File: src/rtl/kaipokrandt_controller.sv
// kaipokrandt_controller
// Fetch/decode/execute sequencer for the microcontroller. It holds the 6-bit
// program counter, issues program/data memory requests, strobes the
// instruction register and drives register-file, ALU and bus-select controls
// from the decoded instruction fields.
//
// Ports:
//   clk        in   system clock, rising-edge
//   reset      in   asynchronous active-high reset
//   opcode     in   [3:0] decoded opcode from the instruction register
//   param1     in   [5:0] destination register / first operand
//   param2     in   [5:0] source register / memory address / jump target
//   mem_ready  in   memory handshake (read data valid or write accepted)
//   alu_zero   in   ALU result-is-zero, sampled in EXEC
//   ir_load    out  instruction register capture strobe
//   pc         out  [5:0] program counter
//   mem_addr   out  [5:0] memory address
//   mem_rd     out  memory read request
//   mem_wr     out  memory write request
//   bus_sel    out  [1:0] bus source: 0 mem, 1 ALU, 2 regfile, 3 none
//   alu_op     out  [3:0] ALU function (opcode during EXEC of ALU ops)
//   reg_wr     out  register-file write enable
//   reg_waddr  out  [5:0] register write index (param1)
//   halted     out  high in HALT or FAULT
//   fault      out  high in FAULT
//
// State  | meaning
// FETCH  | read program memory at pc, load IR on mem_ready
// DECODE | IR fields settle, choose MEM / EXEC / HALT
// MEM    | data memory access for LOAD / STORE
// EXEC   | one-cycle ALU / MOVE / jump execution
// HALT   | terminal after HALT instruction
// FAULT  | terminal after memory timeout

module kaipokrandt_controller #(
    parameter logic [5:0] PC_RESET    = 6'd0,
    parameter int         MEM_TIMEOUT = 15
) (
    input  logic       clk,
    input  logic       reset,
    input  logic [3:0] opcode,
    input  logic [5:0] param1,
    input  logic [5:0] param2,
    input  logic       mem_ready,
    input  logic       alu_zero,
    output logic       ir_load,
    output logic [5:0] pc,
    output logic [5:0] mem_addr,
    output logic       mem_rd,
    output logic       mem_wr,
    output logic [1:0] bus_sel,
    output logic [3:0] alu_op,
    output logic       reg_wr,
    output logic [5:0] reg_waddr,
    output logic       halted,
    output logic       fault
);

    typedef enum logic [2:0] {
        S_FETCH,
        S_DECODE,
        S_MEM,
        S_EXEC,
        S_HALT,
        S_FAULT
    } state_t;

    localparam logic [3:0] OP_LOAD  = 4'h1;
    localparam logic [3:0] OP_STORE = 4'h2;
    localparam logic [3:0] OP_MOVE  = 4'h3;
    localparam logic [3:0] OP_ADD   = 4'h4;
    localparam logic [3:0] OP_SUB   = 4'h5;
    localparam logic [3:0] OP_AND   = 4'h6;
    localparam logic [3:0] OP_OR    = 4'h7;
    localparam logic [3:0] OP_XOR   = 4'h8;
    localparam logic [3:0] OP_NOT   = 4'h9;
    localparam logic [3:0] OP_JMP   = 4'hA;
    localparam logic [3:0] OP_JZ    = 4'hB;
    localparam logic [3:0] OP_HALT  = 4'hF;

    localparam logic [1:0] BUS_MEM  = 2'd0;
    localparam logic [1:0] BUS_ALU  = 2'd1;
    localparam logic [1:0] BUS_REG  = 2'd2;
    localparam logic [1:0] BUS_NONE = 2'd3;

    // The wait counter holds the number of wait cycles already spent in the
    // current memory state, so a low mem_ready seen while it equals
    // MEM_TIMEOUT-1 is the final permitted wait cycle.
    localparam logic [7:0] WAIT_LAST = 8'(MEM_TIMEOUT - 1);

    state_t     state;
    state_t     state_next;
    logic [5:0] pc_next;
    logic       zero_flag;
    logic       zero_flag_next;
    logic [7:0] wait_cnt;
    logic       wait_expired;

    assign reg_waddr    = param1;
    assign wait_expired = (wait_cnt == WAIT_LAST);

    always_ff @(posedge clk or posedge reset) begin
        if (reset) begin
            state     <= S_FETCH;
            pc        <= PC_RESET;
            zero_flag <= 1'b0;
            wait_cnt  <= 8'd0;
        end else begin
            state     <= state_next;
            pc        <= pc_next;
            zero_flag <= zero_flag_next;
            if (state_next != state) begin
                wait_cnt <= 8'd0;
            end else if ((state == S_FETCH || state == S_MEM) && !mem_ready) begin
                wait_cnt <= wait_cnt + 8'd1;
            end
        end
    end

    always_comb begin
        state_next     = state;
        pc_next        = pc;
        zero_flag_next = zero_flag;
        ir_load        = 1'b0;
        mem_addr       = 6'd0;
        mem_rd         = 1'b0;
        mem_wr         = 1'b0;
        bus_sel        = BUS_NONE;
        alu_op         = 4'd0;
        reg_wr         = 1'b0;
        halted         = 1'b0;
        fault          = 1'b0;

        // Outputs are decoded from state; gating with reset keeps every
        // strobe idle for the whole time reset is held, not only after it.
        if (!reset) begin
            case (state)
                S_FETCH: begin
                    mem_addr = pc;
                    mem_rd   = 1'b1;
                    bus_sel  = BUS_MEM;
                    if (mem_ready) begin
                        ir_load    = 1'b1;
                        pc_next    = pc + 6'd1;
                        state_next = S_DECODE;
                    end else if (wait_expired) begin
                        state_next = S_FAULT;
                    end
                end

                S_DECODE: begin
                    case (opcode)
                        OP_LOAD, OP_STORE: state_next = S_MEM;
                        OP_HALT:           state_next = S_HALT;
                        default:           state_next = S_EXEC;
                    endcase
                end

                S_MEM: begin
                    mem_addr = param2;
                    if (opcode == OP_STORE) begin
                        mem_wr  = 1'b1;
                        bus_sel = BUS_REG;
                    end else begin
                        mem_rd  = 1'b1;
                        bus_sel = BUS_MEM;
                    end
                    if (mem_ready) begin
                        reg_wr     = (opcode == OP_LOAD);
                        state_next = S_FETCH;
                    end else if (wait_expired) begin
                        state_next = S_FAULT;
                    end
                end

                S_EXEC: begin
                    case (opcode)
                        OP_ADD, OP_SUB, OP_AND, OP_OR, OP_XOR, OP_NOT: begin
                            alu_op         = opcode;
                            bus_sel        = BUS_ALU;
                            reg_wr         = 1'b1;
                            zero_flag_next = alu_zero;
                        end
                        OP_MOVE: begin
                            bus_sel = BUS_REG;
                            reg_wr  = 1'b1;
                        end
                        OP_JMP: pc_next = param2;
                        OP_JZ: begin
                            if (zero_flag) begin
                                pc_next = param2;
                            end
                        end
                        default: ;
                    endcase
                    state_next = S_FETCH;
                end

                S_HALT: begin
                    halted = 1'b1;
                end

                S_FAULT: begin
                    halted = 1'b1;
                    fault  = 1'b1;
                end

                default: state_next = S_FAULT;
            endcase
        end
    end

endmodule
File: config.mk
export PLATFORM = sky130hd
export DESIGN_NAME = kaipokrandt_controller
export DESIGN_NICKNAME = d
export VERILOG_FILES = /design/src/rtl/kaipokrandt_controller.sv
export SDC_FILE = /design/constraint.sdc
export NUM_CORES = 1
export LEC_CHECK = 0
export ABC_AREA = 1
export CAP_MARGIN = 40
export CORE_MARGIN = 10
export CORE_UTILIZATION = 41
export DETAILED_ROUTE_END_ITERATION = 10
export PLACE_DENSITY = 0.77
export REMOVE_ABC_BUFFERS = 1
export SKIP_LAST_GASP = 1
export SLEW_MARGIN = 20
export SYNTH_ARGS = -nofsm -noshare
export SYNTH_HDL_FRONTEND = slang
export SYNTH_SLANG_ARGS = --single-unit
File: constraint.sdc
create_clock -name clk -period 1.95 [get_ports clk]
set_clock_uncertainty 0.1 [all_clocks]
set_input_delay 0.39 -clock clk [delete_from_list [all_inputs] [get_ports clk]]
set_output_delay 0.39 -clock clk [all_outputs]
set_load 0.02 [all_outputs]
After elaboration in Yosys (flattened, before gate mapping)
Cells that the tools add are included.

word-level totals
  register bits = 18
  input bits = 20
  output and inout port bits = 30

operators by class
  reduce and logical (&&, ||, !) cells = 12
  add/sub/neg operators = 2
  bitwise logic cells = 1
  mux-type cells = 38
  equal/unequal tests = 22

operator list
  cell                                                                    number
  6-bit case mux with 2 select lines                                      3
  4-bit equality test (second input constant)                             5
  6-bit two-way mux                                                       3
  4-bit by 3-bit equality test with 1-bit output (second input constant)  4
  8-bit two-way mux                                                       2
  1-bit two-way mux                                                       15
  3-bit case mux with 5 select lines                                      1
  3-bit two-way mux                                                       4
  4-bit two-way mux                                                       3
  8-bit by 1-bit adder with 8-bit output (second input constant)          1
  4-bit by 2-bit equality test with 1-bit output (second input constant)  2
  8-bit by 4-bit equality test with 1-bit output (second input constant)  1
  7-bit OR reduction                                                      1
  6-bit by 1-bit adder with 6-bit output (second input constant)          1
  3-bit by 2-bit equality test with 1-bit output (second input constant)  2
  3-bit equality test (second input constant)                             2
  2-bit case mux with 3 select lines                                      1
  3-bit case mux with 2 select lines                                      1
  6-bit OR reduction                                                      1
  5-bit AND reduction                                                     1
  4-bit by 1-bit equality test with 1-bit output (second input constant)  1
  2-bit two-way mux                                                       2
  1-bit case mux with 2 select lines                                      2
  2-bit case mux with 2 select lines                                      1
  other kinds (13)                                                        15

Depth between registers and ports, before layout
  word-level depth = 7
  gate-level depth with buffers = 11
  gate-level depth less buffers = 11

Worst setup path before layout
No wires, ideal clock.

  path kind = input to output
  from = input reset
  to = output reg_wr
  arrival time = 1.593 ns
  slack = -0.133 ns
  data required time = 1.460 ns
  stages = 4
  path through = inv_1 -> clkbuf_1 -> nand4_1 -> o211ai_1

on the way
  cells in the longest elaborated chain, start to end = 1

ends and longest elaborated chain
  element             line  source
  start: declaration  40    input logic reset,
  1-bit two-way mux   136   if (!reset) begin
  end: declaration    53    output logic reg_wr,

No other way between the ends.

Final worst setup path
  from = register state[0]
  to = output mem_addr[4]

on the way
  cells in the longest elaborated chain, start to end = 3
  elaborated cells between the ends (all ways) = 4

ends and longest elaborated chain
  element                                                                              line  source
  start: declaration                                                                   91    state_t state;
  start signal: assignment                                                             109   state <= state_next;
  3-bit by 2-bit equality test with 1-bit output or 3-bit logical NOT (tied branches)  137   case (state)
  6-bit case mux with 2 select lines *                                                 137
  6-bit two-way mux *                                                                  136
  end: declaration                                                                     48    output logic [5:0] mem_addr,

Mark *: on every way between the ends. The rest lies on a longest branch, timed or not.

==> results.sh <==
export IMPL_max_slew_margin_pct=77.0
export IMPL_ctsRootBufferMaster="clkbuf_4"
export IMPL_switching_share_pct=46.9
export IMPL_p_total_uw=2730
export IMPL_rsz0062_at_grt="yes"
export IMPL_drc_errors=0
export IMPL_final_nets=325
export IMPL_vias_per_cell=4.88
export IMPL_holdBufCountCts=0
export IMPL_p_seq_share_pct=23.2
export IMPL_dp_hpwl_um=3400
export IMPL_crit_top_cell="nand2_1"
export IMPL_grt_remaining_overflow=0
export IMPL_num_io_pins=50
export IMPL_min_path_type="input port to async pin"
export IMPL_seq_area_frac_synth_pct=31.5
export IMPL_fmax_mhz=481
export IMPL_path_cells="nor2_1 -> nand2_1 -> inv_2 -> nand2_1 -> a21oi_1 -> buf_4"
export IMPL_cts_sinks=18
export IMPL_clk_latency_ps=290
export IMPL_power_frac_clock_pct=6.8
export IMPL_seq_area_um2=453
export IMPL_setup_violations_final=15
export IMPL_wl_per_cell_um=12.7
export IMPL_synthToLayoutAreaGrowth_pct=54.7
export IMPL_multi_input_area_um2=872
export IMPL_tightestPinTransition_ps=345
export IMPL_min_period_ps=2080
export IMPL_outcome="finished with violations"
export IMPL_synthCells=218
export IMPL_violations="negative setup slack"
export IMPL_num_rows=21
export IMPL_globalplace_congestion=0.824
export IMPL_final_max_slew_viol_count=0
export IMPL_fin_util_pct=65.7
export IMPL_synth_distinct_cells=23
export IMPL_cts_made_buffers=3
export IMPL_slowest_stage="dfrtp_2"
export IMPL_fp_dieW_um=79.0
export IMPL_power_switching_uw=1280
export IMPL_htree_num_levels=1
export IMPL_syn_area_um2=1430
export IMPL_cp_required_ps=1460
export IMPL_crit_arrival_ps=1590
export IMPL_clockBufferDepth=2
export IMPL_critPathKind="flop to output port"
export IMPL_ys_warn_count=0
export IMPL_wirelength_um=4390
export IMPL_layout_commonest_cell="buf_4"
export IMPL_antenna_cells=0
export IMPL_initial_core_util_pct=42.5
export IMPL_vdd_drop_max_v=0.000837
export IMPL_drt_iter0_drc=92
export IMPL_grt_max_degree=23
export IMPL_layout_setup_ws_ps=-129
export IMPL_synth_avg_cell_area_um2=6.55
export IMPL_maxCapViolCount=0
export IMPL_port_buffers=37
export IMPL_post_route_period_util_pct=107
export IMPL_firstDrtPassIters=4
export IMPL_crit_path_end_kind="output port"
export IMPL_drtAntennaViolNets=0
export IMPL_critPathLaunchType="flop"
export IMPL_power_density_nw_per_um2=1230
export IMPL_die_y_um=79.0
export IMPL_synth_seq_cells=18
export IMPL_clk_pin_slew_ps=100
export IMPL_p_int_uw=1450
export IMPL_core_um2=3360
export IMPL_grt_pass1_vias=1661
export IMPL_drive_gt1_share_pct=33.3
export IMPL_slowest_delay_ps=470
export IMPL_p_leak_uw=0.00114
export IMPL_crit_fanout=7
export IMPL_layout_common_cells="buf_4, nand2_1, nor2_1"
export IMPL_p_comb_share_pct=70.0
export IMPL_vias=1687
export IMPL_hold_violations=0
export IMPL_n_fill_cell=330
export IMPL_grt_total_usage_pct=13.7
export IMPL_dieArea_um2=6250
export IMPL_cts_tree="yes"
export IMPL_grt_pass1_wl_um=7290
export IMPL_fin_tns_setup_ps=-986
export IMPL_antenna_found_initial=0
-- cells in the mapped netlist --
| cell | count | area, um2 |
|---|---|---|
| xor2_1 | 9 | 78.8 |
| nor3_4 | 1 | 16.3 |
| ha_1 | 3 | 37.5 |
| clkbuf_1 | 2 | 7.51 |
| nand2_2 | 3 | 18.8 |
| nand4_1 | 4 | 25.0 |
| nand2_1 | 57 | 214 |
| buf_6 | 1 | 11.3 |
| nand3_1 | 15 | 75.1 |
| nor2_2 | 1 | 6.26 |
| a31oi_1 | 5 | 31.3 |
| xnor2_1 | 1 | 8.76 |
| inv_1 | 22 | 82.6 |
| inv_2 | 4 | 15.0 |
| o21ai_0 | 11 | 55.1 |
| buf_4 | 6 | 45.0 |
| mux2_4 | 1 | 15.0 |
| o211ai_1 | 3 | 22.5 |
| nor3_1 | 7 | 35.0 |
| nor2_1 | 36 | 135 |
| a21oi_1 | 7 | 35.0 |
| o21a_1 | 1 | 7.51 |
| dfrtp_1 | 18 | 450 |
-- layer usage --
layer / vias up / GRT usage, % / wire (um)
li1: 859 / - / -
met1: 784 / 14.9 / 1900
met2: 42 / 24.4 / 2240
met3: 2 / 5.74 / 246
met4: 0 / 2.87 / 5
met5: - / 0 / 0
-- layout make-up --
| type | count | area share [%] |
|---|---|---|
| clock buffer | 3 | 1.02 |
| timing repair buffer | 88 | 31.9 |
| inverter | 26 | 4.53 |
| tap | 46 | 2.60 |
| sequential | 18 | 20.5 |
| multi-input combinational | 165 | 39.4 |
-- registers in the layout (all words and copies together), names as in the netlist --
signal	flops
state	3
wait_cnt	8
pc	6
zero_flag	1
-- cells by family (layout without fill, tap and decap cells) --
family,Yosys count,in the layout,share of synthesized area [%]
fa+ha+maj,3,3,2.63
flops,18,18,31.5
xor+xnor,10,10,6.13
mux,1,1,1.05
buf+inv,35,117,11.3
simple gates,124,124,36.8
compound gates,27,27,10.6
-- worst paths after layout --
check	endpoint	start	cells past startpoint	slack [ps]
min in group clk	zero_flag	zero_flag	1	470
max in group asynchronous	state[2]	reset	3	1090
worst max-delay path	mem_addr[4]	state[0]	6	-130
worst max register to register	pc[2]	state[0]	10	120
worst min register to register	zero_flag	zero_flag	1	470
worst min-delay path	state[1]	reset	3	320
-- per-stage QoR --
| step | cell area [um2] | cells | hold slack (ps) | setup WS [ps] |
|---|---|---|---|---|
| 2_1_floorplan | 1370 | 209 | 311 | -103 |
| 3_3_place_gp | 2120 | 335 | 414 | -575 |
| 3_5_place_dp | 2120 | 335 | 439 | -580 |
| 4_1_cts | 2130 | 342 | 298 | -134 |
| 5_1_grt | 2210 | 346 | 339 | -252 |
| 6_report | 2210 | 346 | 316 | -129 |
-- critical path, delay by kind of cell, from the launching register on --
kind | cells | cell delay (ps)
flops | 1 | 470
simple gates | 3 | 340
buf+inv | 2 | 310
compound gates | 1 | 190
-- repair_timing --
| action | in CTS | in global routing |
|---|---|---|
| setup buffers | 4 | 4 |
| resized for setup | 102 | 20 |
| endpoints found under the setup margin | 26 | 28 |
| pin swaps | 6 | 5 |
-- power groups by stage --
stage	clock network [uW]	logic (uW)	registers (uW)
2_1_floorplan	0	843	693
3_3_place_gp	0	1720	620
3_5_place_dp	0	1750	621
4_1_cts	194	1790	622
5_1_grt	212	2090	651
6_report	185	1910	633
(Power assumes the default switching activity.)
